## src/rtl/adder_pkg.sv

```systemverilog
// Shared definitions for the segmented pipelined adder.
// Op encodings, default geometry and stage-count helper.
package adder_pkg;

    localparam logic OP_ADD = 1'b0;
    localparam logic OP_SUB = 1'b1;

    localparam int DEF_WIDTH = 32;
    localparam int DEF_SEG_W = 8;

    function automatic int stages(input int width, input int seg_w);
        return width / seg_w;
    endfunction

endpackage

```

## src/rtl/adder_seg.sv

```systemverilog
// One carry-chain segment: SEG_W-bit add with carry-in,
// registered partial sum and carry-out, gated by the pipeline enable.
module adder_seg
    import adder_pkg::*;
#(
    parameter int SEG_W = DEF_SEG_W
) (
    input  logic             clk,
    input  logic             rst,
    input  logic             en,
    input  logic [SEG_W-1:0] a,
    input  logic [SEG_W-1:0] b,
    input  logic             ci,
    output logic [SEG_W-1:0] s,
    output logic             co
);

    logic [SEG_W:0] r;

    assign r = {1'b0, a} + {1'b0, b} + {{SEG_W{1'b0}}, ci};

    always_ff @(posedge clk) begin
        if (rst) begin
            s  <= '0;
            co <= 1'b0;
        end else if (en) begin
            s  <= r[SEG_W-1:0];
            co <= r[SEG_W];
        end
    end

endmodule

```

## src/rtl/adder_pipe.sv

```systemverilog
// Pipelined add/subtract, one register stage per SEG_W-bit segment,
// with valid/ready handshakes and a global stall.
module adder_pipe
    import adder_pkg::*;
#(
    parameter int WIDTH = DEF_WIDTH,
    parameter int SEG_W = DEF_SEG_W
) (
    input  logic             clk,
    input  logic             rst,
    input  logic             in_valid,
    output logic             in_ready,
    input  logic [WIDTH-1:0] a,
    input  logic [WIDTH-1:0] b,
    input  logic             cin,
    input  logic             sub,
    output logic             out_valid,
    input  logic             out_ready,
    output logic [WIDTH-1:0] sum,
    output logic             carry_out,
    output logic             ovf
);

    localparam int STAGES = stages(WIDTH, SEG_W);

    logic             en;
    logic             in_fire;
    logic [WIDTH-1:0] b_eff;
    logic             c0;

    assign en       = !out_valid | out_ready;
    assign in_ready = en & !rst;
    assign in_fire  = in_valid & in_ready;

    assign b_eff = (sub == OP_SUB) ? ~b : b;
    assign c0    = (sub == OP_ADD) ? cin : 1'b1;

    genvar k;
    for (k = 0; k < STAGES; k++) begin : g_stage
        // Operand bits still unresolved when entering this stage.
        localparam int RW = WIDTH - k * SEG_W;

        logic [RW-1:0]          ain;
        logic [RW-1:0]          bin;
        logic                   ci;
        logic                   vin;
        logic                   vld;
        logic                   co;
        logic [SEG_W-1:0]       ps;
        logic [(k+1)*SEG_W-1:0] done;

        if (k == 0) begin : g_head
            assign ain  = a;
            assign bin  = b_eff;
            assign ci   = c0;
            assign vin  = in_fire;
            assign done = ps;
        end else begin : g_link
            logic [k*SEG_W-1:0] lo;

            assign ain  = g_stage[k-1].g_up.au;
            assign bin  = g_stage[k-1].g_up.bu;
            assign ci   = g_stage[k-1].co;
            assign vin  = g_stage[k-1].vld;
            assign done = {ps, lo};

            // Deskew: finished lower segments ride along.
            always_ff @(posedge clk) begin
                if (rst) begin
                    lo <= '0;
                end else if (en) begin
                    lo <= g_stage[k-1].done;
                end
            end
        end

        adder_seg #(
            .SEG_W(SEG_W)
        ) u_seg (
            .clk (clk),
            .rst (rst),
            .en  (en),
            .a   (ain[SEG_W-1:0]),
            .b   (bin[SEG_W-1:0]),
            .ci  (ci),
            .s   (ps),
            .co  (co)
        );

        always_ff @(posedge clk) begin
            if (rst) begin
                vld <= 1'b0;
            end else if (en) begin
                vld <= vin;
            end
        end

        if (k < STAGES - 1) begin : g_up
            logic [RW-SEG_W-1:0] au;
            logic [RW-SEG_W-1:0] bu;

            always_ff @(posedge clk) begin
                if (en) begin
                    au <= ain[RW-1:SEG_W];
                    bu <= bin[RW-1:SEG_W];
                end
            end
        end else begin : g_tail
            // a^b_eff at the MSB; with the sum MSB it recovers the
            // carry into bit WIDTH-1.
            logic x;

            always_ff @(posedge clk) begin
                if (rst) begin
                    x <= 1'b0;
                end else if (en) begin
                    x <= ain[SEG_W-1] ^ bin[SEG_W-1];
                end
            end
        end
    end

    assign out_valid = g_stage[STAGES-1].vld;
    assign sum       = g_stage[STAGES-1].done;
    assign carry_out = g_stage[STAGES-1].co;
    assign ovf       = g_stage[STAGES-1].g_tail.x ^ sum[WIDTH-1] ^ carry_out;

endmodule
```

## config.mk

```make
export PLATFORM = sky130hd
export DESIGN_NAME = adder_pipe
export DESIGN_NICKNAME = d
export VERILOG_FILES = /design/src/rtl/adder_pkg.sv /design/src/rtl/adder_seg.sv /design/src/rtl/adder_pipe.sv
export SDC_FILE = /design/constraint.sdc
export NUM_CORES = 1
export LEC_CHECK = 0
export ABC_AREA = 1
export BUFFER_PORTS_ARGS = -buffer_cell sky130_fd_sc_hd__clkbuf_2
export CAP_MARGIN = 10
export CORE_MARGIN = 2
export CORE_UTILIZATION = 55
export DETAILED_ROUTE_END_ITERATION = 16
export PLACE_DENSITY = 0.83
export SLEW_MARGIN = 0
export SYNTH_ARGS = -nofsm -noshare
export SYNTH_HDL_FRONTEND = slang
export SYNTH_HIERARCHICAL = 1
export SYNTH_SLANG_ARGS = --single-unit
```

## constraint.sdc

```tcl
create_clock -name clk -period 2.8 [get_ports clk]
set_input_delay 0.42 -clock clk [delete_from_list [all_inputs] [get_ports clk]]
set_output_delay 0.42 -clock clk [all_outputs]
set_load 0.005 [all_outputs]
```

Word-level counts from Yosys, hierarchy flattened --
Cells that the tools add are included.
Storage, ports and cells: bits in registers 185, input port bits 70, output and inout bits 36, word-level logic and storage cells 41
Operators by class: add/subtract/negate cells 8, mux-type cells 2, bitwise operators 7, reductions and logical operators 2
Operator list (number):
- 8-bit by 8-bit adder with 9-bit output | 4
- 9-bit by 1-bit adder with 9-bit output | 4
- 32-bit two-way mux | 1
- 32-bit NOT | 1
- 1-bit bitwise XOR | 3
- 1-bit AND | 2
- 1-bit logical NOT | 2
- 1-bit two-way mux | 1
- 1-bit OR | 1

Depth between registers and ports, before layout --
depth in word-level cells 4, depth in mapped cells 13, gate-level depth less buffers 11

By module --
Netlist, hierarchy kept.
Modules (own cells, without submodules):
- adder_pipe | times used 1, cells an instance 382, area each 5237.5 sq um, seq. area each 3943.8 sq um
- adder_seg at g_stage[1].u_seg ... | times used 3, cells an instance 102, area each 699.4 sq um, seq. area each 180.2 sq um
- adder_seg at g_stage[0].u_seg | times used 1, cells an instance 102, area each 704.4 sq um, seq. area each 180.2 sq um

Worst setup path after synthesis --
No wires, ideal clock.
path kind input -> register, start in sub, end reg g_stage[0].u_seg.s[6], setup time 0.109 ns, data arrival time 2.222 ns, data required time 2.691 ns, setup slack 0.470 ns, cell stages on the path 13, buffers on the path 2, path through buf_2 -> buf_4 -> xor2_1 -> fa_1 -> fa_1 -> nand2_1 -> nand2_1 -> nand3b_1 -> nand2_1 -> nand2_1 -> nand3_1 -> nand2_1 -> inv_1
Between the ends: cells in the longest elaborated chain, start to end 3, elaborated cells between the ends (all ways) 4, those cells by class 2 x add/sub; 2 x mux
Ends and longest elaborated chain:
- from (decl) | line adder_pipe.sv:16 | input logic sub,
- 32-bit two-way mux | line adder_pipe.sv:35 | assign b_eff = (sub == OP_SUB) ? ~b : b;
- net b_eff[0] | line adder_pipe.sv:28 | logic [WIDTH-1:0] b_eff;
- 8-bit by 8-bit adder with 9-bit output | line adder_seg.sv:20 | assign r = {1'b0, a} + {1'b0, b} + {{SEG_W{1'b0}}, ci};
- 9-bit by 1-bit adder with 9-bit output | line adder_seg.sv:20
- to (signal assigned) | line adder_seg.sv:27 | s <= r[SEG_W-1:0];
- to (decl) | line adder_seg.sv:14 | output logic [SEG_W-1:0] s,
The timed path passes the listed nets, and every way through them passes these cells. A chain may end at the register's enable or synchronous reset.

Final worst setup path --
start reg g_stage[0].g_up.au[0], end reg g_stage[1].u_seg.s[6]
Between the ends: cells in the longest elaborated chain, start to end 2
Ends and longest elaborated chain:
- from (decl) | line adder_pipe.sv:99 | logic [RW-SEG_W-1:0] au;
- from (signal assigned) | line adder_pipe.sv:104 | au <= ain[RW-1:SEG_W];
- 8-bit by 8-bit adder with 9-bit output | line adder_seg.sv:20
- 9-bit by 1-bit adder with 9-bit output | line adder_seg.sv:20
- to (signal assigned) | line adder_seg.sv:27
- to (decl) | line adder_seg.sv:14
Every way passes these cells.

==> impl_results.md <==
- CP Class: reg -> reg
- Full die area: 15600 sq um
- Flop2flop setup slack: 760 ps
- Filler Cell Count: approximately 1100
- Synth top area cells: edfxtp_1 36%, dfxtp_1 22%, nor2_1 7.7%, nand2_1 5.0%, o21bai_1 4.6%
- WP data required: between 3000 and 4000 ps
- Final GP Congestion: 0.874
- Avg WL per Cell: 12.7 um
- Drt pass-1 iters: 7
- Finished Layout Cells: 1098
- CTS Root Cell: clkbuf_16
- GRT Util Overall: 18.4%
- Clk slew on worst S/H paths: about 70 ps
- Synth Register Bits: 185
- Cell Pwr Density: between 700 and 800 nW/um^2
- Cell variety after synth: 27
- Most numerous cell in the Yosys netlist: nor2_1
- Latest clock arrival within the worst-skew pair: about 430 ps
- Post-synth ARST share: 0%
- Measured slew at the worst slew-check pin: 680 ps
- Layout cell share with drive strength beyond 1: 18.1%
- Static Leak: 4.31 nW
- CTS buffer count: 17
- Relative slew margins: 54.7%
- RSZ-0062 raised after global routing: no
- Pins over their slew limit: 0
- Arrival @ worst endpoint: 2360 ps
- Number of antenna diodes: 0
- Number of hold buffers added after cts: 0
- Skew final: 6.13 ps
- Clock Path Buffers: 2
- Final layout net count: between 1000 and 1500
- Post-cts gate resize count: 0
- Chip Width: 125 um
- Worst-path maximum fanout: 3
- Post-synthesis sequential area ratio: 58.0%
- Vias per cell: 5.01
- Syn_nets: 896
- Tmin final: 2040 ps
- Run status: complete, no violations
- Initial antenna violation count: 0
- Seq. cell area: 4660 sq um
- Top FF cell, synth: edfxtp_1
- Final core utilization: 64.7%
- # rows: 44
- Most frequent cells after synthesis: 166 x nor2_1, 108 x nand2_1, 96 x edfxtp_1, 89 x dfxtp_1, 73 x inv_1
- Io pins: about 110
- Post-Synthesis Cells: 790
- Synthesis-to-finish area growth: 16.0%
- Element type at the critical path start: register
- Clock Sinks: approximately 190
- Final ANT Viol Nets: 0
- Number of enable flip-flop cells after synthesis: between 90 and 100
- Max IR drop VDD: 489 uV
- Placed cells: 1066
- Synth Warn #: 6
- First-pass GRT wire length: 23000 um
- Vias: 5496
- Final setup fails: 0
- DP HPWL: between 9000 and 10000 um
- Pin count of the biggest net entering global routing: 96
- Final setup TNS: 0 ps
- Max_cap viols: 0
- DRC Markers: 0
- Type of the worst min-delay path: in -> reg
- Worst Setup End Kind: register
- Setup Fix Bufs, Post-CTS: 0
- Post-synth top area share: 35.9%
- Routed WL: 14000 um
- Multi-input logic area: 2930 sq um
- Port bufs: 105
- Gr ovfl total: 0
- H-tree Lvls: 4
- Fin. Hold Viols: 0
- Synthesized area: 8040 sq um
- Die Y-Extent: 125 um
- Initial drt markers: roughly 360
- Fmax achieved: 490 MHz
- Number of global-route vias before repair: 4971
- Period utilisation layout: ~73%
- Mean Syn Cell Area: between 10 and 15 sq um
- Core area: 14400 sq um
- Area leader, netlist: edfxtp_1
- Initial Util: a little under three fifths
- CTS tree: done
## state kept, by name, summed over array words and instances, names as in the netlist
signal	count
g_stage.g_up.au	48
g_stage.g_up.bu	48
g_stage.g_link.lo	48
g_stage.u_seg/s	32
g_stage.u_seg/co	4
g_stage.vld	3
g_stage.g_tail.x	1
out_valid	1
## area by class of cell
| type | count | share of cell area (%) |
|---|---|---|
| sequential | 185 | 50.0 |
| multi-input combinational | 505 | 31.4 |
| timing repair buffer | 115 | 6.71 |
| clock buffer | 18 | 4.60 |
| inverter | 77 | 3.10 |
| tap | 184 | 2.47 |
| clock inverter | 14 | 1.76 |
## critical path, cell delays in order, from the launching register on
cell and delay [ps]:
edfxtp_1 400, fa_1 470, fa_1 410, nand2_1 90
nand2_1 90, nand3b_1 110, nand2_1 80, nand2_1 70
nand3_1 90, nand2_1 100, inv_1 40
## per-stage QoR
step	hold slack, ps	total power [W]	area [sq um]	setup slack [ps]
floorplan	400	0.00410	8040	470
global placement	401	0.00437	8730	465
detailed placement	405	0.00442	8730	411
CTS	143	0.00681	9330	751
global route	148	0.00709	9330	609
finish	163	0.00674	9330	759
## placed cells by master (no fill, tap or decap), types with 3 or more instances in the layout
| cell | synthesis | routed |
|---|---|---|
| inv_6 | 0 | 4 |
| a211oi_1 | 4 | 4 |
| clkinv_4 | 0 | 3 |
| clkbuf_2 | 0 | 105 |
| a21oi_1 | 9 | 9 |
| o21bai_1 | 49 | 49 |
| a21oi_4 | 4 | 4 |
| nand2_2 | 4 | 3 |
| nand2_1 | 108 | 108 |
| o21ai_1 | 12 | 12 |
| clkbuf_16 | 0 | 17 |
| or2_4 | 4 | 4 |
| fa_1 | 8 | 8 |
| buf_4 | 9 | 8 |
| nand3_1 | 46 | 46 |
| o211ai_1 | 8 | 8 |
| ha_1 | 28 | 28 |
| nand3b_1 | 12 | 12 |
| nor2_1 | 166 | 166 |
| o21ai_0 | 4 | 4 |
| inv_1 | 73 | 73 |
| dfxtp_1 | 89 | 89 |
| edfxtp_1 | 96 | 96 |
| xor2_1 | 36 | 36 |
| inv_2 | 4 | 4 |
## per-layer routing
layer  vias up  track usage [%]  routed length, um
met5         -                0                  0
met3        36             5.50                744
met4         0             7.52                410
li1       2822                -                  -
met1      2504             23.5               6130
met2       134             29.5               6690
## report_power, final
part	internal, W	total, W	switching [W]
logic	0.000467	0.00106	0.000592
clock network	0.00134	0.00237	0.00103
registers	0.00317	0.00332	0.000148
total	0.00498	0.00674	0.00177
## cells by family after synthesis
kind of cell | share of synthesized area (%)
adders and majority gates | 6.35
xor gates and xnor gates | 3.92
and+or+nand+nor | 17.9
buffers and inverters | 5.77
DFF | 58.0
AOI/OAI and AO/OA | 8.06
## worst paths after layout
kind,start,endpoint,depth (start not counted)
setup / recovery,g_stage[0].g_up.au[0],g_stage[1].u_seg/s[6],10
hold / removal,a[20],g_stage[0].g_up.au[12],1
setup reg to reg,g_stage[0].g_up.au[0],g_stage[1].u_seg/s[6],10
hold reg to reg,g_stage[0].g_up.bu[9],g_stage[1].g_up.bu[1],0
Power figures use the tool's default switching activity.
